--- config.mk ---
export PLATFORM = sky130hd
export DESIGN_NAME = dsp_mode_sequencer
export DESIGN_NICKNAME = d
export VERILOG_FILES = /design/src/rtl/dsp_pkg.sv /design/src/rtl/dsp_mode_sequencer.sv
export SDC_FILE = /design/constraint.sdc
export NUM_CORES = 1
export LEC_CHECK = 0
export ABC_AREA = 1
export CELL_PAD_IN_SITES_DETAIL_PLACEMENT = 0
export CELL_PAD_IN_SITES_GLOBAL_PLACEMENT = 1
export CORE_MARGIN = 2
export CORE_UTILIZATION = 34
export DETAILED_ROUTE_END_ITERATION = 10
export GPL_TIMING_DRIVEN = 0
export PLACE_DENSITY = 0.74
export SLEW_MARGIN = 0
export SYNTH_ARGS = -nofsm -noshare
export SYNTH_HDL_FRONTEND = slang
export SYNTH_SLANG_ARGS = --single-unit
--- constraint.sdc ---
create_clock -name clk -period 1.5 [get_ports clk]
set_input_delay 0.3 -clock clk [delete_from_list [all_inputs] [get_ports clk]]
set_output_delay 0.3 -clock clk [all_outputs]
set_load 0.05 [all_outputs]
--- src/rtl/dsp_pkg.sv ---
// rtl/dsp_pkg.sv - state enum and mode encodings shared by the DSP mode sequencer
package dsp_pkg;

  typedef enum logic [2:0] {
    S_IDLE  = 3'd0,
    S_LOAD  = 3'd1,
    S_ACCUM = 3'd2,
    S_FLUSH = 3'd3,
    S_DONE  = 3'd4
  } state_t;

  // Z mux in bits [6:4], X/Y in bits [3:0]
  localparam logic [6:0] OPMODE_ZERO  = 7'b0000000;
  localparam logic [6:0] OPMODE_LOAD  = 7'b0000101;
  localparam logic [6:0] OPMODE_ACCUM = 7'b0100101;
  localparam logic [6:0] OPMODE_HOLD  = 7'b0100000;

  localparam logic [3:0] ALUMODE_ADD = 4'b0000;
  localparam logic [3:0] ALUMODE_SUB = 4'b0011;

  localparam logic [4:0] INMODE_DEFAULT     = 5'b00000;
  localparam logic [1:0] CARRYINSEL_DEFAULT = 2'b00;

endpackage

--- src/rtl/dsp_mode_sequencer.sv ---
// rtl/dsp_mode_sequencer.sv - sequences opmode/ALU-mode words for a multiply-accumulate DSP slice
module dsp_mode_sequencer
  import dsp_pkg::*;
#(
  parameter int LEN_W        = 8,
  parameter int FLUSH_CYCLES = 4
) (
  input  logic             clk,
  input  logic             rst,
  input  logic             start,
  input  logic [LEN_W-1:0] len,
  input  logic             sub,
  input  logic             abort,
  output logic             busy,
  output logic             done,
  output logic             sample_en,
  output logic [6:0]       OP_MODE,
  output logic [3:0]       ALU_MODE,
  output logic [4:0]       IN_MODE,
  output logic [1:0]       CARRYINSEL,
  output logic             CECTRL,
  output logic             CEALU_MODE,
  output logic             CEIN_MODE
);

  localparam logic [LEN_W-1:0] LEN_ZERO   = '0;
  localparam logic [LEN_W-1:0] LEN_ONE    = LEN_W'(1);
  localparam logic [3:0]       FLUSH_LOAD = 4'(FLUSH_CYCLES - 1);

  state_t           r_state;
  logic [LEN_W-1:0] r_len;
  logic             r_sub;
  logic             r_zero_first;
  logic [LEN_W-1:0] r_cnt;
  logic [3:0]       r_flush_cnt;

  logic             r_busy;
  logic             r_done;
  logic             r_sample_en;
  logic [6:0]       r_op_mode;
  logic [3:0]       r_alu_mode;
  logic             r_ce_ctrl;
  logic             r_ce_in;

  state_t           w_state_nxt;
  logic [LEN_W-1:0] w_len_nxt;
  logic             w_sub_nxt;
  logic             w_zero_first_nxt;
  logic [LEN_W-1:0] w_cnt_nxt;
  logic [3:0]       w_flush_nxt;
  logic             w_aborted;

  logic             w_busy;
  logic             w_done;
  logic             w_sample_en;
  logic [6:0]       w_op_mode;
  logic [3:0]       w_alu_mode;
  logic             w_ce_ctrl;
  logic             w_ce_in;

  always_ff @(posedge clk or negedge rst) begin
    if (!rst) begin
      r_state      <= S_IDLE;
      r_len        <= '0;
      r_sub        <= 1'b0;
      r_zero_first <= 1'b0;
      r_cnt        <= '0;
      r_flush_cnt  <= '0;
      r_busy       <= 1'b0;
      r_done       <= 1'b0;
      r_sample_en  <= 1'b0;
      r_op_mode    <= OPMODE_ZERO;
      r_alu_mode   <= ALUMODE_ADD;
      r_ce_ctrl    <= 1'b0;
      r_ce_in      <= 1'b0;
    end else begin
      r_state      <= w_state_nxt;
      r_len        <= w_len_nxt;
      r_sub        <= w_sub_nxt;
      r_zero_first <= w_zero_first_nxt;
      r_cnt        <= w_cnt_nxt;
      r_flush_cnt  <= w_flush_nxt;
      r_busy       <= w_busy;
      r_done       <= w_done;
      r_sample_en  <= w_sample_en;
      r_op_mode    <= w_op_mode;
      r_alu_mode   <= w_alu_mode;
      r_ce_ctrl    <= w_ce_ctrl;
      r_ce_in      <= w_ce_in;
    end
  end

  always_comb begin
    w_state_nxt      = r_state;
    w_len_nxt        = r_len;
    w_sub_nxt        = r_sub;
    w_zero_first_nxt = r_zero_first;
    w_cnt_nxt        = r_cnt;
    w_flush_nxt      = r_flush_cnt;
    w_aborted        = 1'b0;

    if (abort && (r_state != S_IDLE)) begin
      w_state_nxt      = S_IDLE;
      w_zero_first_nxt = 1'b0;
      w_aborted        = 1'b1;
    end else begin
      case (r_state)
        S_IDLE: begin
          if (start && !abort) begin
            w_len_nxt = len;
            w_sub_nxt = sub;
            // A zero-length command spends two busy cycles in DONE; done fires on the second.
            if (len == LEN_ZERO) begin
              w_state_nxt      = S_DONE;
              w_zero_first_nxt = 1'b1;
            end else begin
              w_state_nxt = S_LOAD;
            end
          end
        end
        S_LOAD: begin
          w_cnt_nxt = r_len - LEN_ONE;
          if (r_len > LEN_ONE) begin
            w_state_nxt = S_ACCUM;
          end else begin
            w_state_nxt = S_FLUSH;
            w_flush_nxt = FLUSH_LOAD;
          end
        end
        S_ACCUM: begin
          w_cnt_nxt = r_cnt - LEN_ONE;
          if (r_cnt == LEN_ONE) begin
            w_state_nxt = S_FLUSH;
            w_flush_nxt = FLUSH_LOAD;
          end
        end
        S_FLUSH: begin
          if (r_flush_cnt == 4'd0) begin
            w_state_nxt = S_DONE;
          end else begin
            w_flush_nxt = r_flush_cnt - 4'd1;
          end
        end
        S_DONE: begin
          if (r_zero_first) begin
            w_zero_first_nxt = 1'b0;
          end else begin
            w_state_nxt = S_IDLE;
          end
        end
        default: w_state_nxt = S_IDLE;
      endcase
    end

    // Outputs are decoded from the next state so they land in registers.
    w_busy      = 1'b0;
    w_done      = 1'b0;
    w_sample_en = 1'b0;
    w_op_mode   = OPMODE_HOLD;
    w_alu_mode  = ALUMODE_ADD;
    w_ce_ctrl   = 1'b0;
    w_ce_in     = 1'b0;

    case (w_state_nxt)
      S_IDLE: begin
        w_op_mode = w_aborted ? OPMODE_ZERO : OPMODE_HOLD;
      end
      S_LOAD: begin
        w_busy      = 1'b1;
        w_sample_en = 1'b1;
        w_op_mode   = OPMODE_LOAD;
        w_alu_mode  = w_sub_nxt ? ALUMODE_SUB : ALUMODE_ADD;
        w_ce_ctrl   = 1'b1;
        w_ce_in     = 1'b1;
      end
      S_ACCUM: begin
        w_busy      = 1'b1;
        w_sample_en = 1'b1;
        w_op_mode   = OPMODE_ACCUM;
        w_alu_mode  = w_sub_nxt ? ALUMODE_SUB : ALUMODE_ADD;
        w_ce_ctrl   = 1'b1;
      end
      S_FLUSH: begin
        w_busy     = 1'b1;
        w_op_mode  = OPMODE_HOLD;
        w_alu_mode = w_sub_nxt ? ALUMODE_SUB : ALUMODE_ADD;
        w_ce_ctrl  = 1'b1;
      end
      S_DONE: begin
        w_busy    = 1'b1;
        w_done    = !w_zero_first_nxt;
        w_op_mode = (w_len_nxt == LEN_ZERO) ? OPMODE_ZERO : OPMODE_HOLD;
        w_ce_ctrl = 1'b1;
      end
      default: begin
        w_op_mode = OPMODE_ZERO;
      end
    endcase
  end

  assign busy       = r_busy;
  assign done       = r_done;
  assign sample_en  = r_sample_en;
  assign OP_MODE    = r_op_mode;
  assign ALU_MODE   = r_alu_mode;
  assign IN_MODE    = INMODE_DEFAULT;
  assign CARRYINSEL = CARRYINSEL_DEFAULT;
  assign CECTRL     = r_ce_ctrl;
  assign CEALU_MODE = r_ce_ctrl;
  assign CEIN_MODE  = r_ce_in;

endmodule

After elaboration in Yosys (flattened, before gate mapping)

Cells that the tools add are included.

Register bits: 40
Input bits: 13
Output and inout bits: 24
Logic and storage cells: 79

Add/sub/neg operators: 3
Magnitude comparators: 1
Equality and inequality tests: 12
Mux-type cells: 33
Bitwise logic cells: 1
Reductions and logical operators: 17

Operator list:

| cell                  | number |
|---|---|
| $pmux W6 S5           | 1 |
| $mux W8               | 3 |
| $mux W3               | 6 |
| $logic_not A8 Y1      | 2 |
| $pmux W8 S2           | 1 |
| $sub A8 B1 Y8 const B | 2 |
| $pmux W3 S5           | 1 |
| $eq A3 B2 Y1 const B  | 4 |
| $mux W1               | 12 |
| $mux W4               | 3 |
| $mux W6               | 2 |
| $pmux W4 S3           | 1 |
| $eq A8 B1 Y1 const B  | 1 |
| $gt A8 B1 Y1 const B  | 1 |
| $eq A3 B1 Y1 const B  | 2 |
| $eq A3 B3 Y1 const B  | 2 |
| $logic_not A3 Y1      | 2 |
| $ne A2 B2 Y1 const B  | 3 |
| $reduce_bool A3 Y1    | 2 |
| $reduce_and A5 Y1     | 1 |
| $logic_not A4 Y1      | 1 |
| $mux W2               | 2 |
| $reduce_or A4 Y1      | 1 |
| $sub A4 B1 Y4 const B | 1 |
| other kinds (8)       | 10 |

Logic depth before layout (Yosys ltp)

Gate-level depths: netlist of run 1.

Word-level depth: 8
Mapped depth: 10
Depth with buffers taken out: 10

Least setup slack after synthesis of run 1

Ideal clock, no wire load.

Path kind: reg-to-reg
From: reg r_state[0]
To: reg r_op_mode[5], in the netlist OP_MODE[5]
Setup time: 0.131 ns
Data arrival time: 1.279 ns
Data required time: 1.369 ns
Path slack: 0.090 ns
Cell stages (with the launch flop): 11
Path buffers: 0
Period minus slack after synthesis: 1.410 ns
Cell sequence: dfrtp_1 nor2_4 nand2_4 nor2_4 nand2_1 nand2_1 nand2_1 nor2_1 nand2_1 nand2_1 nand4_1

Word-level cells in the longest chain between the ends: 6
Elaborated cells between the ends (all ways): 25
Classes of those cells: eq/ne (8); mux (12); reduce/logical (5)

RTL lines:

| element                                                             | RTL line                  | RTL |
|---|---|---|
| start, declared                                                     | dsp_mode_sequencer.sv:30  | `state_t r_state;` |
| start signal, assigned                                              | dsp_mode_sequencer.sv:77  | `r_state <= w_state_nxt;` |
| parallel branches: the longest is 5 deep, another holds $pmux W3 S5 | -                         |  |
| $pmux W6 S5 *                                                       | dsp_mode_sequencer.sv:164 | `case (w_state_nxt)` |
| net w_op_mode[5]                                                    | dsp_mode_sequencer.sv:56  | `logic [6:0] w_op_mode;` |
| end signal, assigned                                                | dsp_mode_sequencer.sv:86  | `r_op_mode <= w_op_mode;` |
| end, declared                                                       | dsp_mode_sequencer.sv:40  | `logic [6:0] r_op_mode;` |

Mark *: on every way through the listed nets, which the timed path passes.
A chain may end at the register's enable or synchronous reset.

Worst setup path after layout of run 1

From: reg r_len[0]
To: reg r_alu_mode[0], in the netlist ALU_MODE[0]

Word-level cells in the longest chain between the ends: 7
Elaborated cells between the ends (all ways): 9
Classes of those cells: order compare (1); eq/ne (3); mux (4); reduce/logical (1)

RTL lines:

| element                                      | RTL line                  | RTL |
|---|---|---|
| start, declared                              | dsp_mode_sequencer.sv:31  | `logic [LEN_W-1:0] r_len;` |
| start signal, assigned                       | dsp_mode_sequencer.sv:78  | `r_len <= w_len_nxt;` |
| $gt A8 B1 Y1 *                               | dsp_mode_sequencer.sv:123 | `if (r_len > LEN_ONE) begin` |
| $mux W1 *                                    | dsp_mode_sequencer.sv:123 |  |
| $pmux W3 S5 *                                | dsp_mode_sequencer.sv:107 | `case (r_state)` |
| $mux W3 *                                    | dsp_mode_sequencer.sv:102 | `if (abort && (r_state != S_IDLE)) begin` |
| $eq A3 B2 Y1 or $eq A3 B1 Y1 (tied branches) | dsp_mode_sequencer.sv:164 |  |
| $reduce_or A3 Y1 (no line) *                 | -                         |  |
| $mux W2 *                                    | -                         |  |
| net w_alu_mode[0]                            | dsp_mode_sequencer.sv:57  | `logic [3:0] w_alu_mode;` |
| end signal, assigned                         | dsp_mode_sequencer.sv:87  | `r_alu_mode <= w_alu_mode;` |
| end, declared                                | dsp_mode_sequencer.sv:41  | `logic [3:0] r_alu_mode;` |

The timed path passes the listed nets; every way through them passes the cells marked *.

==> results of run 1 <==
cell usage after synthesis:
cell type  count
inv_2          6
a21oi_1        6
xor2_1         3
nor4_1         1
nand3_1       16
nor2_1        29
nor2_4         3
nor3_1         6
xnor2_1        2
o21ai_0        9
o31ai_1        1
nor3b_1        1
a31oi_1        2
dfrtp_1       31
nor3_4         1
nand4_1        7
o21ai_1        8
nand3_2        1
and2_1         2
ha_1           6
or2_2          2
or2_0          1
buf_4         18
nand2_1       66
nand3b_1       1
inv_1         40
buf_6          1
nand2_4        2
o22ai_2        1
nand2_2        3
conb_1         1
metrics by stage:
step                hold WS [ps]  total power [mW]  std cells  setup slack, ps
CTS                         81.9              4.84        399            -79.7
finish                      61.9              5.17        411            -39.4
detailed placement           392              3.88        387             -478
global route                 115              5.63        411             -184
global placement             483              3.87        387             -512
floorplan                   4.41              3.28        289             89.7
power by group through the flow:
| stage | Sequential [mW] | Combinational [mW] | Clock, mW |
|---|---|---|---|
| 2_1_floorplan | 1.58 | 1.69 | 0 |
| 3_3_place_gp | 1.44 | 2.43 | 0 |
| 3_5_place_dp | 1.45 | 2.44 | 0 |
| 4_1_cts | 1.45 | 2.52 | 0.871 |
| 5_1_grt | 1.52 | 3.20 | 0.910 |
| 6_report | 1.46 | 2.87 | 0.842 |
worst max-delay path by stage:
stage | endpoint | start | slack (ps) | cells past startpoint
detailed placement | ALU_MODE[0] | abort | -480 | 6
global route | OP_MODE[5] | r_state[0] | -180 | 10
CTS | OP_MODE[5] | r_state[1] | -80 | 10
finish | ALU_MODE[0] | r_len[0] | -40 | 8
floorplan | OP_MODE[5] | r_state[0] | 90 | 10
global placement | r_flush_cnt[3] | rst | -510 | 1
state kept, by name, indices dropped and copies added (netlist names):
signal and cells:
r_cnt 8, r_len 8, r_flush_cnt 4, r_state 3, OP_MODE 2, ALU_MODE 1
CEALU_MODE 1, CEIN_MODE 1, done 1, r_sub 1, r_zero_first 1
per-layer routing:
layer,GRT usage [%],vias to the layer above,share of wire [%]
li1,-,954,-
met1,18.4,788,48
met2,23.2,33,47
met3,2.67,2,3.2
met4,6.10,0,1.1
met5,0,-,0
cell type report:
type                    count  area, um2  share of cell area [%]
flip-flops and latches     31        779                    28.1
plain buffers              19        146                    5.28
repair buffers             38        342                    12.3
clock inverters             2       35.0                    1.26
clock buffers               6       82.6                    2.98
inverters                  46        175                    6.32
well taps                  75       93.8                    3.38
multi-input cells         194       1120                    40.3
kinds of logic after synthesis:
family / after synthesis / synth area share, %
flops: 31 / 38.2
simple gates: 142 / 32.7
xor+xnor: 5 / 2.16
fa+ha+maj: 6 / 3.70
other cells: 1 / 0.185
compound gates: 27 / 7.27
buf+inv: 65 / 15.7
what timing repair did:
| action | CTS | global route |
|---|---|---|
| gates resized for setup | 34 | 37 |
| gates cloned | 1 | 0 |
| buffers inserted | 3 | 12 |
| endpoints found under the setup margin | 26 | 20 |
| pin swaps | 4 | 9 |
critical path, stage by stage (launching register included):
cell	delay, ps
dfrtp_1	400
buf_6	130
ha_4	150
nor2_4	100
nor3_2	50
nand3b_1	160
nand3_4	140
o21ai_4	200
a21oi_1	100
==> results.tsv, run 1 <==
metric	value	unit
status	finished with violations	
violations	negative setup slack	
crit_required	1650	ps
ys_ff_latch	31	
endpoint_kind	flop	
diodes	0	
yosys_warnings	0	
io_buffers	23	
num_io_pins	37	
cts_buffers	5	
wl_per_cell	10.7	um
p_switching	2.33	mW
via_count	1777	
setup_violations	3	
final_cell_mix	60 x nand2_1, 34 x inv_1, 32 x buf_4	
vdd_drop_max	734	uV
slew_headroom	53.5	%
min_period	1540	ps
cap_violations	0	
grt_pass1_wl	7.14	mm
die_y	81.3	um
yosys.area.top_type_share	38.2	%
p_per_area	1860	nW/um2
drc_errors	0	
yosysSeqAreaShare	38.2	%
grt_max_degree	32	
finalMaxSlewViolations	0	
worst_setup_path_start_kind	flop	
firstDrtPassIters	4	
hpwl	3.20	mm
num_rows	28	
clk_latency	280	ps
drive_gt1_share	29.8	%
pwr-share-comb	55.4	%
fmax	650	MHz
timing.rr.start	r_len[0]	
postCtsHoldBufs	0	
critPathMaxFanout	3	
clk_pin_slew	70	ps
synth_area	2030	um2
syn_to_final_growth	36.6	%
setup_ws	-39.4	ps
antenna_found_initial	0	
grt-ovfl-total	0	
synth_cells	277	
first_iter_violations	56	
nNetsFinal	354	
p_int	2.84	mW
die_w	81.3	um
drtAntennaViolNets	0	
cts_sinks	31	
clk_path_buf_depth	2	
cts_tree	built	
synth_top_area_cell	dfrtp_1	
hp-class	primary input to asynchronous set/reset pin	
r2r_slack	-40	ps
postLayoutCellArea	2770	um2
layout_commonest_cell	nand2_1	
synth.avg_cell_area	7.33	um2
cts_max_level	2	
finalSetupTns	-77.3	ps
timing.rr.end	ALU_MODE[0]	
coreArea	5850	um2
utilization	47.4	%
hold_viol_final	0	
power_frac_clock	16.3	%
die-area	6600	um2
worstPathArrival	1690	ps
yosysUniqueCellTypes	31	
placed_cell_area	2390	um2
place_congestion	0.745	
p_seq_share	28.3	%
synth.area.top_cells	dfrtp_1 38%, nand2_1 12%, inv_1 7.4%, buf_4 6.7%, nor2_1 5.4%	
leakage	1.40	nW
fin_skew	4.66	ps
nFillCells	608	
cts_root_buffer	clkbuf_8	
viasPerCell	4.32	
rsz0062_at_grt	yes	
reg2regPathDepth	8	
drt-total-wl	4.40	mm
fin_crit_sh	103	%
tightest_slew	697	ps
grt.total_usage	14.2	%
start_util	34.7	%
p_sw_share	45.1	%
grt_pass1_vias	1561	
critPathKind	flop to flop	
Power figures use the tool's default switching activity.
==> run 2: changes to the inputs <==
--- a/config.mk
+++ b/config.mk
@@ -10,9 +10,11 @@
 export CELL_PAD_IN_SITES_GLOBAL_PLACEMENT = 1
 export CORE_MARGIN = 2
 export CORE_UTILIZATION = 34
+export CTS_CLUSTER_SIZE = 12
 export DETAILED_ROUTE_END_ITERATION = 10
 export GPL_TIMING_DRIVEN = 0
 export PLACE_DENSITY = 0.74
+export REMOVE_ABC_BUFFERS = 1
 export SLEW_MARGIN = 0
 export SYNTH_ARGS = -nofsm -noshare
 export SYNTH_HDL_FRONTEND = slang
==> constraint.sdc (replaced) <==
create_clock -name clk -period 1.5 [get_ports clk]
set_input_delay 0.225 -clock clk [delete_from_list [all_inputs] [get_ports clk]]
set_output_delay 0.225 -clock clk [all_outputs]
set_load 0.05 [all_outputs]
==> run 2 against run 1 <==
  * The flow finishes with violations (negative hold slack, negative setup slack)
  * Final cell count decreased by 4.6%
  * Sequential cell count stayed put
  * Critical endpoint is now OP_MODE[5]
  * Routed wire length is 1.9% higher
  * Critical path type unchanged
  * First-iteration DRC count fell by 8.9%
==> results.tsv, run 2 (same netlist as run 1, synthesis figures left out) <==
metric	value	unit	change
hp-class	primary input to asynchronous set/reset pin		
critPathMaxFanout	5		+2
start_util	34.7	%	unchanged
die_y	81.3	um	unchanged
antenna_found_initial	0		unchanged
num_rows	28		unchanged
drive_gt1_share	24.3	%	-5.5 points
drtAntennaViolNets	0		unchanged
place_congestion	0.811		+8.8%
critPathKind	flop to flop		
cts_tree	built		
cts_root_buffer	clkbuf_8		
critPathBufInv	0		-1
cts_sinks	31		unchanged
hold_slack	-16.1	ps	-78.0 ps
firstDrtPassIters	5		+1
fin_crit_sh	102	%	-0.96 points
syn_to_final_growth	27.6	%	
grt_max_degree	32		unchanged
postLayoutCellArea	2590	um2	-6.6%
fin_skew	5.18	ps	+0.526 ps
crit_top_cell	nand2_1		
largestRegisters	r_cnt: 8 flops, r_len: 8 flops, r_flush_cnt: 4 flops		
nNetsFinal	335		-5.4%
finalMaxSlewViolations	0		unchanged
grt_pass1_wl	7.40	mm	+3.6%
diodes	0		unchanged
grt.total_usage	14.7	%	+0.44 points
cap_violations	0		unchanged
die_w	81.3	um	unchanged
hpwl	3.16	mm	-1.3%
cpPeakStageDelay	430	ps	+30 ps
io_buffers	23		unchanged
crit_path_cell_trace	nor2_4 -> nand2_4 -> nor2_4 -> nand2_1 -> nand2_1 -> nand2_1 -> nor2_2 -> nand2_1 -> nand2_1 -> nand4_1		
cts_buffers	5		unchanged
clk_path_buf_depth	2		unchanged
nFillCells	620		+2.0%
clk_pin_slew	70	ps	about the same
leakage	1.31	nW	-6.8%
endpoint_kind	flop		
slew_headroom	53.2	%	-0.35 points
layout_commonest_cell	nand2_1		
worst_setup_path_start_kind	flop		
crit_required	1660	ps	about the same
setup_ws	-25.0	ps	+14.4 ps
min_period	1530	ps	-14.4 ps
rsz0062_at_grt	yes		
utilization	44.2	%	-3.1 points
fmax	656	MHz	+0.94%
num_io_pins	37		unchanged
crit_path_top_delay_cell	dfrtp_2		
vdd_drop_max	725	uV	-1.2%
via_count	1750		-1.5%
drt-total-wl	4.48	mm	+1.9%
first_iter_violations	51		-8.9%
grt-ovfl-total	0		unchanged
clk_latency	280	ps	about the same
crit_family	simple AND/OR/NAND/NOR gates		
worstPathArrival	1690	ps	about the same
p_per_area	1870	nW/um2	+0.23%
wl_per_cell	11.4	um	+6.8%
coreArea	5850	um2	unchanged
final_cell_mix	57 x nand2_1, 36 x inv_1, 29 x dfrtp_1		
die-area	6600	um2	unchanged
grt_pass1_vias	1638		+4.9%
tightest_slew	702	ps	+5.31 ps
status	finished with violations		
hold_viol_final	15		+15
viasPerCell	4.46		+3.3%
placed_cell_area	2250	um2	-6.1%
violations	negative hold slack, negative setup slack		
setup_violations	1		-2
drc_errors	0		unchanged
cts_max_level	2		unchanged
run 2: cell types whose count changed in the layout (fill, tap and decap cells not counted), sizes merged:
cell and delta:
clkdlybuf4s50 +1, dlygate4sd2 +7, clkdlybuf4s15 -5, clkinv -1, bufinv -1, buf -20
run 2: worst reg2reg max path: cells and delay by family (launching register included):
family | cells | cell delay, ps
DFF | 1 | 430
and+or+nand+nor | 10 | 990
run 2: path summary, 6_finish.rpt:
check / start / to / slack [ps] / cells after the start
setup / recovery: r_state[0] / OP_MODE[5] / -30 / 10
hold / removal: rst / r_flush_cnt[0] / -20 / 1
setup reg to reg: r_state[0] / OP_MODE[5] / -30 / 10
hold reg to reg: r_cnt[7] / r_cnt[7] / 510 / 2
max in group asynchronous: rst / r_state[2] / 1010 / 1
min in group clk: r_cnt[7] / r_cnt[7] / 510 / 2
run 2: report_power, final:
part	internal, mW	switching (mW)
clock	0.418	0.309
combinational	0.955	1.71
sequential	1.16	0.290
run 2: final cells by class:
cell class | count | area, um2 | share of cell area [%]
clock buffer | 8 | 100 | 3.87
inverter | 46 | 183 | 7.06
multi-input combinational | 194 | 1110 | 42.9
sequential | 31 | 778 | 30.1
tap | 75 | 93.8 | 3.62
timing repair buffer | 38 | 324 | 12.5
run 2: per-layer routing:
metal / wire (um) / up-vias / track usage [%] / part of all wire [%]
li1: - / 920 / - / -
met1: 2130 / 792 / 19.1 / 48
met2: 2120 / 31 / 24.1 / 47
met3: 151 / 7 / 3.00 / 3.4
met4: 72 / 0 / 5.08 / 1.6
met5: 0 / - / 0 / 0
run 2: repair_timing:
item,4_1_cts,5_1_grt
gates cloned,0,1
setup endpoints to repair,29,15
gates resized for setup,23,34
pin swaps,3,14
setup buffers,4,11
hold buffers,0,0
run 2: per-stage QoR:
stage	hold WS [ps]	setup slack, ps	power (mW)	TNS (ps)	instances
finish	-16.1	-25.0	4.84	-25.0	392
global route	59.5	-185	5.26	-900	392
CTS	23.3	-50.9	4.51	-50.9	380
detailed placement	330	-399	3.75	-3210	368
global placement	485	-487	3.72	-18100	368
floorplan	-70.6	89.7	3.13	0	270
==> run 3: changes to the inputs <==
--- a/config.mk
+++ b/config.mk
@@ -13,8 +13,9 @@
 export CTS_CLUSTER_SIZE = 12
 export DETAILED_ROUTE_END_ITERATION = 10
 export GPL_TIMING_DRIVEN = 0
-export PLACE_DENSITY = 0.74
+export PLACE_DENSITY_LB_ADDON = 0.1
 export REMOVE_ABC_BUFFERS = 1
+export SETUP_SLACK_MARGIN = 0.15
 export SLEW_MARGIN = 0
 export SYNTH_ARGS = -nofsm -noshare
 export SYNTH_HDL_FRONTEND = slang
==> run 3 against run 2 <==
  * Worst setup slack better by 24 ps
  * Total power up 17%
  * First-iteration DRC count is 7.8% lower
  * Critical path type unchanged
  * Non-clock buffer count up 17
  * Final cell count up 4.6%
  * The run still ends with negative hold slack, negative setup slack left
  * Utilization grew 5.6 points
==> results.tsv, run 3 (same netlist as run 1, synthesis figures left out) <==
metric	value	unit	change
final_cell_mix	59 x nand2_1, 35 x inv_1, 29 x dfrtp_1		
setup_ws	-0.736	ps	+24.3 ps
crit_family	simple AND/OR/NAND/NOR gates		
cap_violations	0		unchanged
coreArea	5850	um2	unchanged
die_w	81.3	um	unchanged
hold_slack	-6.83	ps	+9.27 ps
critPathBufInv	3		+3
nFillCells	606		-2.3%
timing.rr.end	OP_MODE[5]		
dp.cells	368		unchanged
leakage	1.39	nW	+6.7%
wl_per_cell	11.9	um	+4.5%
die_y	81.3	um	unchanged
reg2regPathDepth	11		+1
rsz0062_at_grt	yes		
cts_buffers	5		unchanged
firstDrtPassIters	4		-1
cts_sinks	31		unchanged
finalMaxSlewViolations	0		unchanged
antenna_found_initial	0		unchanged
violations	negative hold slack, negative setup slack		
placed_cell_area	2250	um2	unchanged
endpoint_kind	flop		
syn_to_final_growth	43.8	%	
place_congestion	0.737		-9.1%
worstPathArrival	1720	ps	+30 ps
via_count	1827		+4.4%
cts_root_buffer	clkbuf_8		
finalSetupTns	-0.736	ps	+24.3 ps
crit_path_top_delay_cell	dfrtp_2		
clk_pin_slew	70	ps	about the same
fin_skew	8.83	ps	+3.65 ps
layout_commonest_cell	nand2_1		
io_buffers	23		unchanged
postCtsHoldBufs	0		unchanged
worst_setup_path_start_kind	flop		
fmax	666	MHz	+1.6%
first_iter_violations	47		-7.8%
grt_pass1_vias	1739		+6.2%
grt.total_usage	16.3	%	+1.6 points
grt_max_degree	32		unchanged
drive_gt1_share	35.5	%	+11 points
clk_path_buf_depth	2		unchanged
timing.rr.start	r_state[0]		
cts_tree	built		
largestRegisters	r_cnt: 8 flops, r_len: 8 flops, r_flush_cnt: 4 flops		
fin_cells	410		+4.6%
drc_errors	0		unchanged
num_io_pins	37		unchanged
cpPeakStageDelay	420	ps	about the same
grt_pass1_wl	8.20	mm	+11%
die-area	6600	um2	unchanged
grt-ovfl-total	0		unchanged
p_per_area	1930	nW/um2	+3.5%
postLayoutCellArea	2920	um2	+13%
hpwl	3.28	mm	+4.1%
crit_path_cell_trace	nor2_4 -> buf_4 -> buf_6 -> nand2_1 -> nor2_1 -> nor2_1 -> nand2_2 -> inv_2 -> nor2_4 -> nand2_1 -> nand4_1		
diodes	0		unchanged
finalPower	5.65	mW	+17%
setup_violations	1		unchanged
critPathKind	flop to flop		
crit_required	1720	ps	+60 ps
cts_max_level	2		unchanged
viasPerCell	4.46		-0.18%
nNetsFinal	353		+5.4%
hp-class	primary input to asynchronous set/reset pin		
fin_crit_sh	100	%	-1.6 points
num_rows	28		unchanged
clk_latency	290	ps	about the same
tightest_slew	730	ps	+27.8 ps
start_util	34.7	%	unchanged
hold_viol_final	7		-8
drt-total-wl	4.89	mm	+9.2%
r2r_slack	-0.7	ps	+20 ps
critPathMaxFanout	4		-1
min_period	1500	ps	-24.3 ps
status	finished with violations		
vdd_drop_max	761	uV	+5.0%
slew_headroom	51.3	%	-1.9 points
drtAntennaViolNets	0		unchanged
[run 3: repair_timing]
| item | 4_1_cts | 5_1_grt |
|---|---|---|
| buffers inserted | 22 | 10 |
| hold endpoints to repair | 0 | 0 |
| endpoints found under the setup margin | 31 | 24 |
| gates cloned | 2 | 0 |
| pin swaps | 12 | 15 |
| resized for setup | 93 | 25 |
[run 3: routing by layer]
metal  vias up  track usage (%)  part of all wire [%]  routed length [um]
met3         5             3.44                   3.2                 158
met2        33             26.6                    49                2390
met4         0             4.58                   1.2                  57
li1        956                -                     -                   -
met5         -                0                     0                   0
met1       833             21.6                    47                2290
[run 3: worst max path at each step]
stage	cells past startpoint	slack (ps)	endpoint	from
floorplan	10	90	OP_MODE[5]	r_state[0]
global placement	1	-530	r_state[2]	rst
detailed placement	6	-370	ALU_MODE[0]	abort
CTS	10	-20	OP_MODE[5]	r_state[1]
global route	9	-130	OP_MODE[5]	r_state[0]
finish	11	-0.7	OP_MODE[5]	r_state[0]
[run 3: through the flow]
step | worst slack, ps | util, %
final | -0.736 | 49.9
after global routing | -134 | 49.9
after CTS | -20.9 | 47.8
after detailed placement | -373 | 38.4
after global placement | -534 | 38.5
after floorplan | 89.7 | -
[run 3: final cells by class]
type	count	area (um2)	share of cell area (%)
timing repair buffer	55	498	17.1
sequential	31	778	26.7
clock inverter	2	35.0	1.20
multi-input combinational	194	1230	42.3
clock buffer	6	82.6	2.83
tap	75	93.8	3.21
timing repair inverter	1	6.26	0.214
inverter	46	190	6.52
[run 3: report_power, final]
group	leakage (nW)	switching [mW]	total, mW	internal [mW]
combinational	0.957	1.98	3.33	1.35
clock	0.0612	0.326	0.863	0.537
sequential	0.375	0.295	1.45	1.16
